`config.mk`:
```
export PLATFORM = sky130hd
export DESIGN_NAME = bullet
export DESIGN_NICKNAME = d
export VERILOG_FILES = /design/src/rtl/bullet_pkg.sv /design/src/rtl/bullet.sv
export SDC_FILE = /design/constraint.sdc
export NUM_CORES = 1
export LEC_CHECK = 0
export CAP_MARGIN = 25
export CORE_MARGIN = 2
export CORE_UTILIZATION = 30
export DETAILED_ROUTE_END_ITERATION = 8
export PLACE_DENSITY_LB_ADDON = 0.3
export REMOVE_ABC_BUFFERS = 1
export SLEW_MARGIN = 40
export SYNTH_ARGS = -nofsm -noshare
export SYNTH_HDL_FRONTEND = slang
export SYNTH_SLANG_ARGS = --single-unit
```
`constraint.sdc`:
```
create_clock -name pixel_clk -period 6 [get_ports pixel_clk]
set_input_delay 0.6 -clock pixel_clk [delete_from_list [all_inputs] [get_ports pixel_clk]]
set_output_delay 0.6 -clock pixel_clk [all_outputs]
set_load 0.01 [all_outputs]
```
`src/rtl/bullet_pkg.sv`:
```
// Shared defaults and state encoding for the player bullet.
package bullet_pkg;

  localparam int DEF_BULLET_W     = 4;
  localparam int DEF_BULLET_H     = 12;
  localparam int DEF_BULLET_SPEED = 8;
  localparam int DEF_COOLDOWN     = 15;

  localparam int HRES     = 640;
  localparam int VRES     = 480;
  localparam int PADDLE_H = 16;

  typedef enum logic [1:0] {
    ST_IDLE     = 2'd0,
    ST_FLYING   = 2'd1,
    ST_COOLDOWN = 2'd2
  } state_t;

endpackage

```
`src/rtl/bullet.sv`:
```
// Player bullet: launch on fire, climbs one step per frame, retires on top edge or hit,
// then waits a fixed number of frames before another launch is allowed.
//
// state       | meaning
// ------------+--------------------------------------------------------------
// ST_IDLE     | no bullet; a fire edge arms fire_req, launch on next fsync
// ST_FLYING   | bullet moving up each fsync; hit or top edge retires it
// ST_COOLDOWN | frame counter runs down; IDLE on the fsync that sees zero
module bullet
  import bullet_pkg::*;
#(
  parameter int BULLET_W     = DEF_BULLET_W,
  parameter int BULLET_H     = DEF_BULLET_H,
  parameter int BULLET_SPEED = DEF_BULLET_SPEED,
  parameter int COOLDOWN     = DEF_COOLDOWN
) (
  input  logic               pixel_clk,
  input  logic               rst_n,
  input  logic               fsync,
  input  logic signed [11:0] hpos,
  input  logic signed [11:0] vpos,
  input  logic               fire,
  input  logic signed [11:0] paddle_center_x,
  input  logic               hit,
  output logic [2:0][7:0]    pixel,
  output logic               active,
  output logic signed [11:0] bullet_x,
  output logic signed [11:0] bullet_y,
  output logic               bullet_live
);

  localparam int CNT_W = $clog2(COOLDOWN + 2);
  localparam logic signed [11:0] Y0     = 12'(VRES - PADDLE_H - BULLET_H);
  localparam logic signed [11:0] SPEED  = 12'(BULLET_SPEED);
  localparam logic signed [12:0] HALF_W = 13'(BULLET_W / 2);
  localparam logic signed [12:0] HGT    = 13'(BULLET_H);

  state_t             state;
  logic               fire_d;
  logic               fire_req;
  logic [CNT_W-1:0]   cnt;
  logic               fire_rise;

  logic signed [12:0] bx13, by13, hp13, vp13;
  logic               in_box;

  assign fire_rise   = fire & ~fire_d;
  assign bullet_live = (state == ST_FLYING);

  always_ff @(posedge pixel_clk or negedge rst_n) begin
    if (!rst_n) begin
      state    <= ST_IDLE;
      fire_d   <= 1'b0;
      fire_req <= 1'b0;
      cnt      <= '0;
      bullet_x <= '0;
      bullet_y <= '0;
    end else begin
      fire_d <= fire;
      case (state)
        ST_IDLE: begin
          if (fsync && (fire_req || fire_rise)) begin
            state    <= ST_FLYING;
            bullet_x <= paddle_center_x;
            bullet_y <= Y0;
            fire_req <= 1'b0;
          end else if (fire_rise) begin
            fire_req <= 1'b1;
          end
        end
        ST_FLYING: begin
          fire_req <= 1'b0;
          // A hit retires the bullet where it is, even on a frame boundary.
          if (hit) begin
            state <= ST_COOLDOWN;
            cnt   <= CNT_W'(COOLDOWN);
          end else if (fsync) begin
            if (bullet_y < SPEED) begin
              state <= ST_COOLDOWN;
              cnt   <= CNT_W'(COOLDOWN);
            end else begin
              bullet_y <= bullet_y - SPEED;
            end
          end
        end
        ST_COOLDOWN: begin
          fire_req <= 1'b0;
          if (fsync) begin
            if (cnt == '0) state <= ST_IDLE;
            else           cnt   <= cnt - 1'b1;
          end
        end
        default: state <= ST_IDLE;
      endcase
    end
  end

  // Widen to 13 bits so bounds near the screen edges cannot wrap.
  assign bx13 = {bullet_x[11], bullet_x};
  assign by13 = {bullet_y[11], bullet_y};
  assign hp13 = {hpos[11], hpos};
  assign vp13 = {vpos[11], vpos};

  assign in_box = (hp13 >= bx13 - HALF_W) && (hp13 < bx13 + HALF_W) &&
                  (vp13 >= by13) && (vp13 < by13 + HGT);

  always_ff @(posedge pixel_clk or negedge rst_n) begin
    if (!rst_n) begin
      active <= 1'b0;
      pixel  <= '0;
    end else begin
      active <= bullet_live && in_box;
      pixel  <= (bullet_live && in_box) ? {8'hFF, 8'hFF, 8'h00} : '0;
    end
  end

endmodule

```
==> results.md, run 1 <==
Power:
- Across the VDD grid, the largest voltage drop is 0.1459 mV.
- Power spread over the standard cell area amounts to 410.3 nW/um^2.
- The reported leakage power is 1.724 nW.

Final layout:
- The area growth from synthesis to final layout is 26.38%.
- The most common cell after layout, fill and taps aside is clkdlybuf4s50_1.
- The non-filler instance count after layout is 571.
- In the layout the commonest cells are clkdlybuf4s50_1, ha_1, dfrtp_1.
- The final instance area is 4111 sq um.
- The share of final-layout standard cells stronger than drive strength 1 is 6.265%.
- The total inserted antenna cells is 0.
- The number of nets in the layout is 527.

Critical path:
- The data arrival time of the critical path is 3250 ps.
- The worst register-to-register path has a depth of 12.
- By startpoint and endpoint, the worst setup path is classified as reg2reg.
- Setup slack on the worst reg-to-reg path comes out at 2940 ps.
- The worst setup path is captured at a register.
- The critical path contains buffers and inverters numbering 0 combined.
- The top fanout value on the critical path is 9.
- The signal on the critical path passes through and3_1, and3_1, nand3_1, nor2_1, xnor2_1, ha_1, and4_1, a21oi_1, o21ai_0, a21oi_1, mux2_2, nor4_1.
- The worst setup path is launched from a register.
- In this design, the stage delay of the slowest critical-path cell is 510 ps.
- STA puts the critical path data required time at 6190 ps.
- In this run the number of cells on the critical path is 12.
- On the critical path, the stage with the largest delay is an instance of dfrtp_1.
- The family with the most delay on the worst path is simple AND/OR/NAND/NOR gates.

Clocking:
- In this run, post-CTS hold repair placed 0 buffers.
- After clock tree synthesis, the repair step resized 0 gates.
- The clock transition time at the flip-flop clock pins of the worst setup and hold paths is 70 ps.
- For this design, the sink count on the clock tree is 32.
- The maximum number of buffers from clock root to sink is 2.
- The CTS root buffer is clkbuf_8.
- TritonCTS built the clock tree.
- Clock tree synthesis inserted a total of 5 buffers.
- The clock insertion delay at the later pin of the skew report is 280 ps.
- Post-CTS timing repair inserted 0 buffers for setup.
- The number of levels in the clock H-tree is 2.

Detailed routing:
- For this block, the initial DRC count from the detailed router was 63.
- The first detailed-routing pass ran for 4 iterations.
- The post-detailed-route DRC marker count is 0.
- The routed layout has 2741 vias.
- The average wire length per cell after detail routing is 13.54 microns.
- The remaining number of nets flagged by the antenna check after routing is 0.
- For this block, the routed nets add up to 7733 microns of wire.
- The average via count per standard cell is 4.800.

Timing:
- The final total negative setup slack is 0 ps.
- The maximum clock frequency is 0.3265 GHz.
- Setup violations remaining at the end of the flow were counted as 0.
- The worst setup margin is 2937 ps.
- Setup repair after global routing left no endpoint under its margin.
- Clock skew on the completed layout was measured at 6.777 ps.
- The final number of max-transition violations came to 0.
- The number of failing hold endpoints at the final stage is 0.
- The worst path needs 3063 ps of the cycle, external delays included.
- The final clock period utilization by the worst path is 51.04%.

GRT:
- The pin count of the biggest net entering global routing is 33.
- Global routing finished with a remaining overflow of 0.
- The aggregate global-route resource usage is 13.11%.
- The initial antenna violation count is 0.
- The via count of the first global-routing pass is 2593.
- The first global-routing pass estimated 12370 microns of wire.

Placement:
- The wire-length estimate of the detail-placed layout is 6179 microns.
- Once placement completed, the tool counted placed cells totaling 563.
- The post-placement worst setup slack is 2945 ps.
- Buffers placed on the I/O ports in this run total 78.
- At the end of routability-driven placement, the weighted congestion stood at 0.8142.
- Summing all placed instances gives a cell area of 4021 sq um.

Floorplan:
- The number of cell rows is 38.
- From left edge to right edge, the die measures 108.1 microns.
- The die is 108.1 microns tall.
- For this design the top-level I/O count stands at 91.
- The starting density of the core is 30.41%.
- After floorplanning, the core was sized to cover 10700 sq um.
- The die area is 11690 sq um.

Hold path:
- The tightest min-delay check is of the reg2reg type.
- Along the worst hold path, the cell count comes to 1.

Logic synthesis:
- The area of the mapped netlist is 3253 sq um.
- Sequential elements use 24.62% of the synthesized area.
- After synthesis, the share of cell area in mux cells is 5.115%.
- Yosys printed 0 warnings.
- The unique cell type count in the Yosys netlist is 44.
- The synthesized-area fraction occupied by adder cells is 21.54%.
- The register bit count reported by yosys is 32.
- Summing the areas of all compound-gate instances in the mapped netlist gives 13.19% of the synthesized area.
- After Yosys synthesis, and, or, nand and nor cells account for 17.42% of the synthesized area.
- After technology mapping, the gate count stands at 369.
- By area, the combinational part of the netlist is dominated by adder cells.
- The parity-gate share of the synthesized area counting xor and xnor cells is 8.077%.
- A synthesized cell averages 8.816 sq um.

Job:
- The tool flagged a number of max-cap violations equal to 0.

Run status:
- The flow ran to the end, and the final reports show no timing, DRC or antenna violations.
[final timing paths]
kind                             startpoint           to
worst max-delay path            bullet_x[3]    pixel[14]
worst min-delay path            bullet_x[0]  bullet_x[0]
worst max register to register  bullet_x[3]    pixel[14]
worst min register to register  bullet_x[0]  bullet_x[0]
max in group asynchronous             rst_n  bullet_x[4]
min in group asynchronous             rst_n  bullet_y[3]
[state kept, by name (all words and copies together) (netlist names)]
name and cells:
fire_d 1, bullet_x 12, cnt 5, state 2, bullet_y 10, pixel 1, fire_req 1
[Yosys cell counts, drive strengths merged]
library cell | count | share of area, %
a211oi | 4 | 0.92
a21boi | 1 | 0.58
a21o | 4 | 0.92
a21oi | 18 | 2.8
a221oi | 1 | 0.27
a22o | 1 | 0.27
a31o | 1 | 0.27
a31oi | 3 | 0.58
a41oi | 2 | 0.54
and2 | 2 | 0.38
and3 | 3 | 0.58
and4 | 2 | 0.54
buf | 32 | 6.9
clkbuf | 3 | 0.35
conb | 1 | 0.12
dfrtp | 32 | 25
ha | 56 | 22
inv | 23 | 2.7
mux2 | 13 | 4.5
mux2i | 2 | 0.62
nand2 | 25 | 2.9
nand2b | 4 | 0.77
nand3 | 19 | 2.9
nand3b | 3 | 0.69
nand4 | 12 | 2.3
nor2 | 22 | 2.5
nor2b | 3 | 0.58
nor3 | 7 | 1.1
nor3b | 2 | 0.46
nor4 | 5 | 1.4
nor4b | 1 | 0.27
o2111ai | 1 | 0.27
o211ai | 3 | 0.69
o21a | 3 | 0.69
o21ai | 21 | 3.5
o221a | 1 | 0.35
o22ai | 2 | 0.38
o31ai | 1 | 0.23
xnor2 | 20 | 5.4
xor2 | 10 | 2.7
[area by class of cell]
type | instances | area, sq um
Inverter | 23 | 86.33
Fill cell | 1121 | 6586
Clock buffer | 8 | 90.09
Tap cell | 140 | 175.2
Sequential cell | 32 | 800.8
Multi-Input combinational cell | 288 | 2163
Timing Repair Buffer | 80 | 795.8
[logic make-up after synthesis]
family,after synthesis
XOR/XNOR,30
buffers and inverters,58
adder cells (fa/ha/maj),56
AND/OR/NAND/NOR,110
multiplexers,15
flip-flops,32
other,1
AO/OA/AOI/OAI,67
[routing by layer]
layer  up-vias  share of wire (%)  global-route usage [%]
met1      1289                 48                   17.70
met4         0               0.36                   1.923
met3         4                3.7                   2.351
met5         -                  0                       0
met2        44                 48                   22.37
li1       1404                  -                       -
[per-stage QoR]
step	util [%]	power (mW)	hold slack, ps
2_1_floorplan	-	1.133	304.4
3_3_place_gp	37.59	1.487	508.1
3_5_place_dp	37.59	1.522	532.1
4_1_cts	38.43	1.704	548.6
5_1_grt	38.43	1.863	570.1
6_report	38.43	1.687	540.5
[power breakdown]
part / switching (mW) / total (mW) / internal, mW / leakage, nW
Combinational: 0.520 / 1.05 / 0.532 / 1.30
Sequential: 0.163 / 0.461 / 0.298 / 0.377
Clock: 0.0807 / 0.174 / 0.0936 / 0.0455
Power figures use the tool's default switching activity.
==> run 2: changes to the inputs <==
clock period = 2.8 ns   (was 6 ns; I/O delays follow)
==> run 2 against run 1 <==
First-iteration DRC count is 92% higher. Clock-buffer cell count down 1. Combinational power rose by 140%. Sequential power is 110% higher. Maximum frequency up 15%. Utilization up 1.7 points. Worst hold slack worse by 130 ps. Power increased by 130%. Setup slack lost 2800 ps. Clock power is 120% higher. Largest power group unchanged. Cell area up 4.4%. Wire length grew 2.8%.
==> results.md, run 2 (same netlist as run 1, synthesis figures left out) <==
Run status:
- The flow ran to the end, and the final reports show no timing, DRC or antenna violations.

Clocking:
- The total CTS buffers is 5.
- The CTS root buffer is clkbuf_8.
- After clock tree synthesis, the clock-pin slew on the worst setup and hold paths is 80 ps.
- The number of levels in the clock H-tree is 2.
- The clock insertion delay at the later pin of the skew report is 280 ps.
- Counting every sink on the clock net gives 32.
- The total of hold buffers inserted after clock tree synthesis is 0.
- The TritonCTS clock tree is done.
- The maximum number of buffers from clock root to sink is 2.

Floorplan:
- The die area is 11690 sq um.
- The die is 108.1 microns tall.
- The floorplan step set the die width to 108.1 microns.
- The region available for standard cell placement spans 10700 sq um.
- Once the floorplan was initialized, standard cells occupied 30.41% of the core.
- During I/O placement, the number of pins put on the boundary was 91.
- The number of cell rows is 38.

Placement:
- OpenSTA, run right after detailed placement, puts the worst setup slack at 3.294 ps.
- The detailed placer's ending HPWL is 6389 microns.
- The congestion estimate from routability-driven global placement came to 0.8024.
- The number of port buffers is 78.

Detailed routing:
- In the detailed route, the total length drawn on met2 is 3787 microns.
- The uppermost signal routing layer after detailed routing is met4.
- The routed length on met1 is 3734 microns.
- The remaining number of nets flagged by the antenna check after routing is 0.
- The average wire length per cell after detail routing is 13.59 microns.
- Summed over all layers, the routed wires come to 7950 microns.
- The detailed router finished its first iteration with 121 violations.
- Dividing the detail-routed via count by the number of cells gives 4.868.
- The routed layout has 2848 vias.
- The post-detailed-route DRC marker count is 0.
- The first-pass detailed-route iteration total is 4.
- The length of routed met3 wiring is 343 microns.

Power:
- The switching portion of total power is 45.01%.
- Power spread over the standard cell area amounts to 897.1 nW/um^2.
- The maximum vdd ir drop is 0.2999 mV.
- The clock network burns 9.8% of the power.
- The power share of the sequential group is 24.6%.
- The power spent charging and discharging nets is 1.733 mW.
- The internal power of the cells totals 2.117 mW.
- For this design the static power due to leakage is 1.797 nW.
- Total power for the finished layout comes to 3.850 mW.
- The fraction of power consumed by combinational cells is 65.5%.

GRT:
- The aggregate global-route resource usage is 13.57%.
- The initial antenna violation count is 0.
- The first global-routing pass estimated 12950 microns of wire.
- The via count of the first global-routing pass came to 2812.
- Summed over all layers, the global routing overflow is 0.
- Entering global routing, the biggest net connects 33 pins.

Timing:
- The final critical delay including setup and external delays is 2672 ps.
- The final number of max-transition violations is 0.
- The setup skew after layout is 14.51 ps.
- The worst path uses 95.42% of the clock period.
- The number of failing hold endpoints at the final stage is 0.
- The setup violation total in the final timing report is 0.
- Derived from the worst setup path, the maximum achievable clock frequency is 0.3743 GHz.
- The worst setup margin is 128.2 ps.

Critical path:
- The worst reg2reg path startpoint is bullet_x[4].
- In this run the worst path has a maximum fanout of 4.
- In this run the worst setup path begins at bullet_x[4].
- STA classifies the critical path endpoint as a register.
- The data required time at the worst endpoint is 3000 ps.
- At the worst endpoint, the arrival time is 2870 ps.
- The worst setup path is launched from a register.
- The worst setup path is of the reg2reg kind.

Final layout:
- The library cells used most frequently in the layout, excluding fill and tap cells, are clkdlybuf4s50_1, ha_1, dfrtp_1.
- The total inserted antenna cells is 0.
- Of the cells placed in the final design, the portion with a size suffix greater than 1 is 12.36%.
- The largest registers in the layout are bullet_x (12), bullet_y (10), cnt (5).
- The final-layout fill cell count is 1081.
- The net count of the finished layout is 541.
- The most common cell after layout, fill and taps aside is clkdlybuf4s50_1.
- The register with the most flip-flops in the layout has 12 of them.
- Relative to the synthesized area, the layout overhead comes to 31.92%.
- The core occupancy in the finished layout is 40.12%.
- The register with the most flip-flops is bullet_x.

Job:
- The tool flagged a number of max-cap violations equal to 0.

Hold path:
- The path category of the worst min-delay check is in2async.
-- run 2: per-stage QoR --
step                      instances  setup TNS [ps]  hold slack (ps)  area [sq um]
after floorplan                 343               0           -15.59          3050
after global placement          576               0            508.3          4119
after detailed placement        576               0            531.8          4119
after CTS                       585               0            419.2          4220
after global routing            585          -25.60            441.8          4292
final                           585               0            405.9          4292
-- run 2: timing repair --
item                       in CTS  in global routing
pin swaps                       1                  5
gates resized for setup         0                 18
setup endpoints to repair       1                  1
setup buffers                   1                  0
-- run 2: layout make-up --
cell class / instances / area [sq um] / share of cell area, %
Sequential cell: 32 / 800.8 / 18.66
Clock buffer: 7 / 86.33 / 2.012
Clock inverter: 1 / 7.507 / 0.1749
Timing Repair Buffer: 94 / 900.9 / 20.99
Inverter: 23 / 86.33 / 2.012
Tap cell: 140 / 175.2 / 4.082
Multi-Input combinational cell: 288 / 2235 / 52.07
-- run 2: per-layer routing --
metal  vias up  GRT usage (%)
li1       1427              -
met1      1356          17.67
met2        55          23.14
met3        10          2.773
met4         0          3.022
met5         -              0
-- run 2: final timing paths --
path                            depth (start not counted)  slack (ps)         to
worst max-delay path                                   12         130  pixel[14]
worst min-delay path                                    2         410     cnt[3]
min in group pixel_clk                                  1         480     fire_d
worst min register to register                          2         550   fire_req
worst max register to register                         12         130  pixel[14]
max in group asynchronous                               2        2080     fire_d
-- run 2: power groups by stage --
| stage | Sequential, mW | Combinational, mW | Clock (mW) |
|---|---|---|---|
| after CTS | 0.929 | 2.48 | 0.392 |
| after floorplan | 0.982 | 1.44 | 0 |
| after global placement | 0.935 | 2.38 | 0 |
| after global routing | 0.990 | 2.84 | 0.412 |
| final | 0.949 | 2.52 | 0.378 |
| after detailed placement | 0.940 | 2.45 | 0 |
-- run 2: worst max-delay path, stage by stage (launching register included) --
cell and delay, ps:
dfrtp_1 390, and3_4 210, and3_4 210, nand3_2 110, nor2_2 150, xnor2_1 130, ha_1 260, and4_1 230
a21oi_1 130, o21ai_1 80, a21oi_2 150, mux2_4 320, nor4_2 230
